==> src/rtl/ysyx_23060332_regfile_mp_if.sv <==
// Register-file access bundle: read ports, write port, busy-set port.
// master drives addresses/write/set; slave returns data, busy, ready.
interface ysyx_23060332_regfile_mp_if #(
  parameter int XLEN = 32,
  parameter int AW   = 5,
  parameter int NRD  = 2
);
  logic                ready;
  logic [NRD*AW-1:0]   raddr;
  logic [NRD*XLEN-1:0] rdata;
  logic [NRD-1:0]      rbusy;
  logic                wen;
  logic [AW-1:0]       waddr;
  logic [XLEN-1:0]     wdata;
  logic                set_en;
  logic [AW-1:0]       set_addr;

  modport master (
    output raddr, wen, waddr, wdata,
    output set_en, set_addr,
    input  ready, rdata, rbusy
  );

  modport slave (
    input  raddr, wen, waddr, wdata,
    input  set_en, set_addr,
    output ready, rdata, rbusy
  );
endinterface

==> src/rtl/ysyx_23060332_regfile_mp.sv <==
// Multi-read-port register file with busy scoreboard and clear sequencer.
// Ports: clk, rst (async high), bus (slave: NRD reads, 1 write, busy set).
module ysyx_23060332_regfile_mp #(
  parameter int XLEN     = 32,
  parameter int DEPTH    = 32,
  parameter int NRD      = 2,
  parameter int BYPASS   = 1,
  parameter int ZERO_REG = 1
) (
  input logic clk,
  input logic rst,
  ysyx_23060332_regfile_mp_if.slave bus
);
  localparam int AW = $clog2(DEPTH);

  typedef enum logic {CLEAR, READY} state_t;

  state_t          state_q;
  logic [AW-1:0]   clr_cnt_q;
  logic            ready_q;
  logic [DEPTH-1:0] busy_q, busy_d;
  logic [XLEN-1:0] mem [DEPTH];
  logic            wr_ok;
  logic [NRD*XLEN-1:0] rdata_c;
  logic [NRD-1:0]  rbusy_c;

  always_ff @(posedge clk or posedge rst) begin
    if (rst) begin
      state_q   <= CLEAR;
      clr_cnt_q <= '0;
      ready_q   <= 1'b0;
    end else begin
      unique case (state_q)
        CLEAR: begin
          clr_cnt_q <= clr_cnt_q + 1'b1;
          if (clr_cnt_q == AW'(DEPTH-1)) begin
            state_q <= READY;
            ready_q <= 1'b1;
          end
        end
        READY: ready_q <= 1'b1;
        default: state_q <= CLEAR;
      endcase
    end
  end

  // Write to x0 is dropped when x0 is hardwired.
  assign wr_ok = ready_q && bus.wen &&
                 !((ZERO_REG != 0) && (bus.waddr == '0));

  // Storage has no reset; the sequencer zeroes it after rst.
  always_ff @(posedge clk) begin
    if (!ready_q)
      mem[clr_cnt_q] <= '0;
    else if (wr_ok)
      mem[bus.waddr] <= bus.wdata;
  end

  // Set is applied after clear so a newer producer wins.
  always_comb begin
    busy_d = busy_q;
    if (ready_q) begin
      if (bus.wen)    busy_d[bus.waddr]    = 1'b0;
      if (bus.set_en) busy_d[bus.set_addr] = 1'b1;
    end
    if (ZERO_REG != 0) busy_d[0] = 1'b0;
  end

  always_ff @(posedge clk or posedge rst) begin
    if (rst) busy_q <= '0;
    else     busy_q <= busy_d;
  end

  always_comb begin
    logic [AW-1:0] ra;
    rdata_c = '0;
    rbusy_c = '0;
    for (int k = 0; k < NRD; k++) begin
      ra = bus.raddr[k*AW +: AW];
      if (!ready_q || ((ZERO_REG != 0) && (ra == '0)))
        rdata_c[k*XLEN +: XLEN] = '0;
      else if ((BYPASS != 0) && wr_ok && (bus.waddr == ra))
        rdata_c[k*XLEN +: XLEN] = bus.wdata;
      else
        rdata_c[k*XLEN +: XLEN] = mem[ra];
      // Busy is pre-edge state only; bypass covers the data.
      rbusy_c[k] = ready_q & busy_q[ra];
    end
  end

  assign bus.rdata = rdata_c;
  assign bus.rbusy = rbusy_c;
  assign bus.ready = ready_q;
endmodule

==> src/flat_wrapper.sv <==
// flat-port wrapper written by rule: the top's interface ports become plain ports
module ysyx_23060332_regfile_mp_flat 
#(
  parameter int XLEN     = 32,
  parameter int DEPTH    = 32,
  parameter int NRD      = 2,
  parameter int BYPASS   = 1,
  parameter int ZERO_REG = 1
)
  (clk, rst, bus_raddr, bus_wen, bus_waddr, bus_wdata, bus_set_en, bus_set_addr, bus_ready, bus_rdata, bus_rbusy);
  ysyx_23060332_regfile_mp_if #(.XLEN(XLEN), .AW(5), .NRD(NRD)) bus_i ();
  input logic clk;
  input logic rst;
  input wire logic [$bits(bus_i.raddr)-1:0] bus_raddr;
  input wire logic [$bits(bus_i.wen)-1:0] bus_wen;
  input wire logic [$bits(bus_i.waddr)-1:0] bus_waddr;
  input wire logic [$bits(bus_i.wdata)-1:0] bus_wdata;
  input wire logic [$bits(bus_i.set_en)-1:0] bus_set_en;
  input wire logic [$bits(bus_i.set_addr)-1:0] bus_set_addr;
  output wire logic [$bits(bus_i.ready)-1:0] bus_ready;
  output wire logic [$bits(bus_i.rdata)-1:0] bus_rdata;
  output wire logic [$bits(bus_i.rbusy)-1:0] bus_rbusy;
  assign bus_i.raddr = bus_raddr;
  assign bus_i.wen = bus_wen;
  assign bus_i.waddr = bus_waddr;
  assign bus_i.wdata = bus_wdata;
  assign bus_i.set_en = bus_set_en;
  assign bus_i.set_addr = bus_set_addr;
  assign bus_ready = bus_i.ready;
  assign bus_rdata = bus_i.rdata;
  assign bus_rbusy = bus_i.rbusy;
  ysyx_23060332_regfile_mp #(.XLEN(XLEN), .DEPTH(DEPTH), .NRD(NRD), .BYPASS(BYPASS), .ZERO_REG(ZERO_REG)) u_core (.clk(clk), .rst(rst), .bus(bus_i));
endmodule
==> config.mk <==
export PLATFORM = sky130hd
export DESIGN_NAME = ysyx_23060332_regfile_mp_flat
export DESIGN_NICKNAME = d
export VERILOG_FILES = /design/src/rtl/ysyx_23060332_regfile_mp_if.sv /design/src/rtl/ysyx_23060332_regfile_mp.sv /design/src/flat_wrapper.sv
export SDC_FILE = /design/constraint.sdc
export NUM_CORES = 1
export LEC_CHECK = 0
export BUFFER_PORTS_ARGS = -buffer_cell sky130_fd_sc_hd__clkbuf_2
export CORE_MARGIN = 1
export CORE_UTILIZATION = 57
export CTS_CLUSTER_DIAMETER = 50
export CTS_CLUSTER_SIZE = 28
export DETAILED_ROUTE_END_ITERATION = 8
export PLACE_DENSITY_LB_ADDON = 0.3
export SYNTH_ARGS = -nofsm -noshare
export SYNTH_HDL_FRONTEND = slang
export SYNTH_SLANG_ARGS = --single-unit
==> constraint.sdc <==
create_clock -name clk -period 3.4 [get_ports clk]
set_input_delay 0.51 -clock clk [delete_from_list [all_inputs] [get_ports clk]]
set_output_delay 0.51 -clock clk [all_outputs]
set_load 0.01 [all_outputs]
==> impl_metrics.toml <==
[outcome]
status = "finished clean"

[synth]
ys_ff_latch = 1062
ys_top_cells_by_area = "edfxtp_1 61%, mux4_2 22%, mux2i_1 2.3%"
syn-cell-area_um2 = 50300
yosysTopAreaCell = "edfxtp_1"
yosysWarningCount = 0
synth_edf_count = 1024
syn_inst = 2719
synthFlopType = "edfxtp_1"
async_flop_share_pct = 3.58
syn-num-nets = 2777
synth.top_cell.area_share_pct = 61.2
synth.avg_cell_area_um2 = 18.5
ys_types = 58
seq_area_frac_synth_pct = 63.1

[drt]
via_per_inst = 7.68
wl_per_cell_um = 38.3
dr.first_iter.drc_count = 5204
vias = 32500
dr.pass1.iters = 5
antenna_left = 0
remaining_drc_errors = 0
drt-total-wl_um = 162000

[timing]
slew_violations = 0
max_freq_mhz = 296
finalHoldViolCount = 0
period_minus_slack_ps = 3380
setup_violations = 0
final.period_utilization_pct = 99.4
tightest_slew_ps = 1230
rsz0062_at_grt = "yes"
finClkSkew_ps = 28.3
whs_ps = 264
worst_slew_margin_rel_pct = 16.9
finalSetupTns_ps = 0

[power_and_ir_drop]
power.switching_mw = 7.48
vdd_drop_max_mv = 0.679
p_sw_share_pct = 24.9
p_clk_share_pct = 42.2
seqPwrFrac_pct = 48.2
intPower_mw = 22.5
p_leak_nw = 21.2
powerDensity_nw_per_um2 = 513
p_comb_share_pct = 9.6

[setup_path]
arrival_ps = 2870
cp_top_family = "compound AO/OA/AOI/OAI gates"
critPathMaxStageDelay_ps = 440
crit_path_cell_trace = "nand2_1 -> a21o_4 -> o311ai_4 -> buf_12 -> nor3_1 -> a211o_1 -> clkbuf_2"
crit_required_ps = 2890
crit_path_end_kind = "primary output"
critPathLaunchType = "flop"
cp_slowest_cell = "dfrtp_2"
cp_max_fo = 18
path_class = "flop to primary output"
cp_num_buf_inv = 2

[floorplanning]
core_area_um2 = 87000
dieArea_um2 = 89400
die_w_um = 299
ioPinCount = 123
start_util_pct = 57.8
fp.dieH_um = 299
row_count = 108

[placed_design]
io_buffers = 122
dp_hpwl_um = 99400
place.gp.congestion = 0.904
placedCellCount = 4036
place_area_um2 = 54600

[finish]
fin_area_um2 = 58500
final_core_util_pct = 67.2
stdcell_count = 4233
area_delta_synth_final_pct = 16.4
register_area_um2 = 31700
fill_cells = 5627
multi_input_comb_area_um2 = 17700
nets = 3046
drive_gt1_share_pct = 37.6

[run]
drv_cap = 0

[clocking]
h-tree-depth = 3
clk_latency_ps = 700
cts_tree = "yes"
numCtsBuffers = 104
cts_root_buf = "clkbuf_16"
cts_sinks = 1062
post_cts_buffers = 0
clk_pin_slew_ps = 70
cts_buffer_depth = 3

[worst_hold_path]
hold_class = "primary input to flop"

[global_routing]
grt_start_max_net_pins = 80
grt_use_total_pct = 36.6
grt_pass1_wl_um = 232000
antenna_found_initial = 4
overflow = 0
grt_pass1_vias = 32600
==> cell usage in the layout (no fill, tap or decap), types with 21 or more instances in the layout <==
master        n
nor3_1       26
mux4_2      487
or3_1        22
nand2_1      50
a211o_1      77
o22ai_1      82
clkbuf_2    115
inv_1        38
buf_12       76
buf_4       188
nor2b_1      36
a21oi_1      50
mux2_2       36
o21ai_0      65
mux2i_1     116
nor2_4       34
a221oi_1     30
o32ai_1      31
nor2_1       36
a211oi_1     32
o221ai_1     21
dfrtp_1      37
clkbuf_16   107
edfxtp_1   1024
==> cells in the mapped netlist, drive strengths merged (9+ instances only) <==
cell type and count:
mux2 38, nor3b 13, or3 22, a22oi 12
edfxtp 1024, a21oi 51, a211oi 32, o21ai 75
inv 39, clkbuf 119, o22ai 82, nor3 26
o211ai 19, o32ai 32, xnor2 9, nor2 71
or2 22, nand3b 10, mux2i 116, nand2 50
mux4 487, a221oi 30, o221ai 21, buf 105
nor2b 37, a211o 80, dfrtp 38, nand3 12
==> area by class of cell <==
cell class	instances	share of cell area [%]
clock inverter	85	1.94
multi-input combinational	1393	30.3
inverter	40	0.257
sequential	1062	54.2
timing repair buffer	387	6.20
antenna	1	0.00428
tap	1155	2.47
clock buffer	110	4.60
==> tightest hold or removal path: stages <==
cell      delay [ps]
clkbuf_2         160
nand2_1          140
o21ai_0           80
==> timing repair <==
item | in CTS | in global routing
setup endpoints to repair | 36 | 25
endpoints found under the hold margin | 38 | 0
hold buffers | 1 | 0
resized for setup | 4 | 9
pin swaps | 0 | 2
==> per-layer routing <==
layer / global-route usage, % / vias to the layer above / part of all wire [%]
met1: 49.1 / 16700 / 34
met2: 55.3 / 2987 / 46
met3: 12.3 / 560 / 16
li1: - / 12300 / -
met5: 0 / - / 0.022
met4: 15.2 / 6 / 4.9
==> metrics by stage <==
stage	power [mW]	setup WS, ps
final	30.0	21.1
after global routing	30.6	-21.6
after CTS	30.0	-9.97
after detailed placement	17.5	24.0
after global placement	17.5	46.5
after floorplan	16.3	-293
==> power groups by stage <==
stage	registers [mW]	logic [mW]	clock network (mW)
finish	14.5	2.87	12.7
global route	14.5	2.97	13.2
global placement	14.7	2.74	0
detailed placement	14.7	2.79	0
floorplan	14.7	1.60	0
CTS	14.5	2.81	12.7
==> registers in the layout, summed over array words and instances, names as in the netlist <==
| register | cells |
|---|---|
| u_core.clr_cnt_q | 5 |
| u_core.mem | 1024 |
| u_core.bus.ready | 1 |
| u_core.state_q | 1 |
| u_core.busy_q | 31 |
==> cells by family (layout without fill, tap and decap cells) <==
group / count (synthesis) / count (layout) / share of synthesized area (%)
AND/OR/NAND/NOR: 280 / 280 / 2.87
XOR/XNOR: 13 / 13 / 0.227
buffers and inverters: 264 / 622 / 2.35
multiplexers: 641 / 641 / 25.0
AO/OA/AOI/OAI: 457 / 457 / 6.44
flip-flops: 1062 / 1062 / 63.1
other: 0 / 1 / 0
adder cells (fa/ha/maj): 2 / 2 / 0.0498
==> final timing paths <==
path,start,end,slack (ps),depth (start not counted)
min in group asynchronous,rst,u_core.busy_q[9],490,4
max reg2reg,u_core.bus.ready,u_core.mem[18][17],650,7
max in group asynchronous,rst,u_core.busy_q[1],2530,4
max,u_core.bus.ready,bus_rdata[24],20,7
min reg2reg,u_core.busy_q[14],u_core.busy_q[14],550,2
min,bus_set_addr[2],u_core.busy_q[4],260,3
Power figures use the tool's default switching activity.
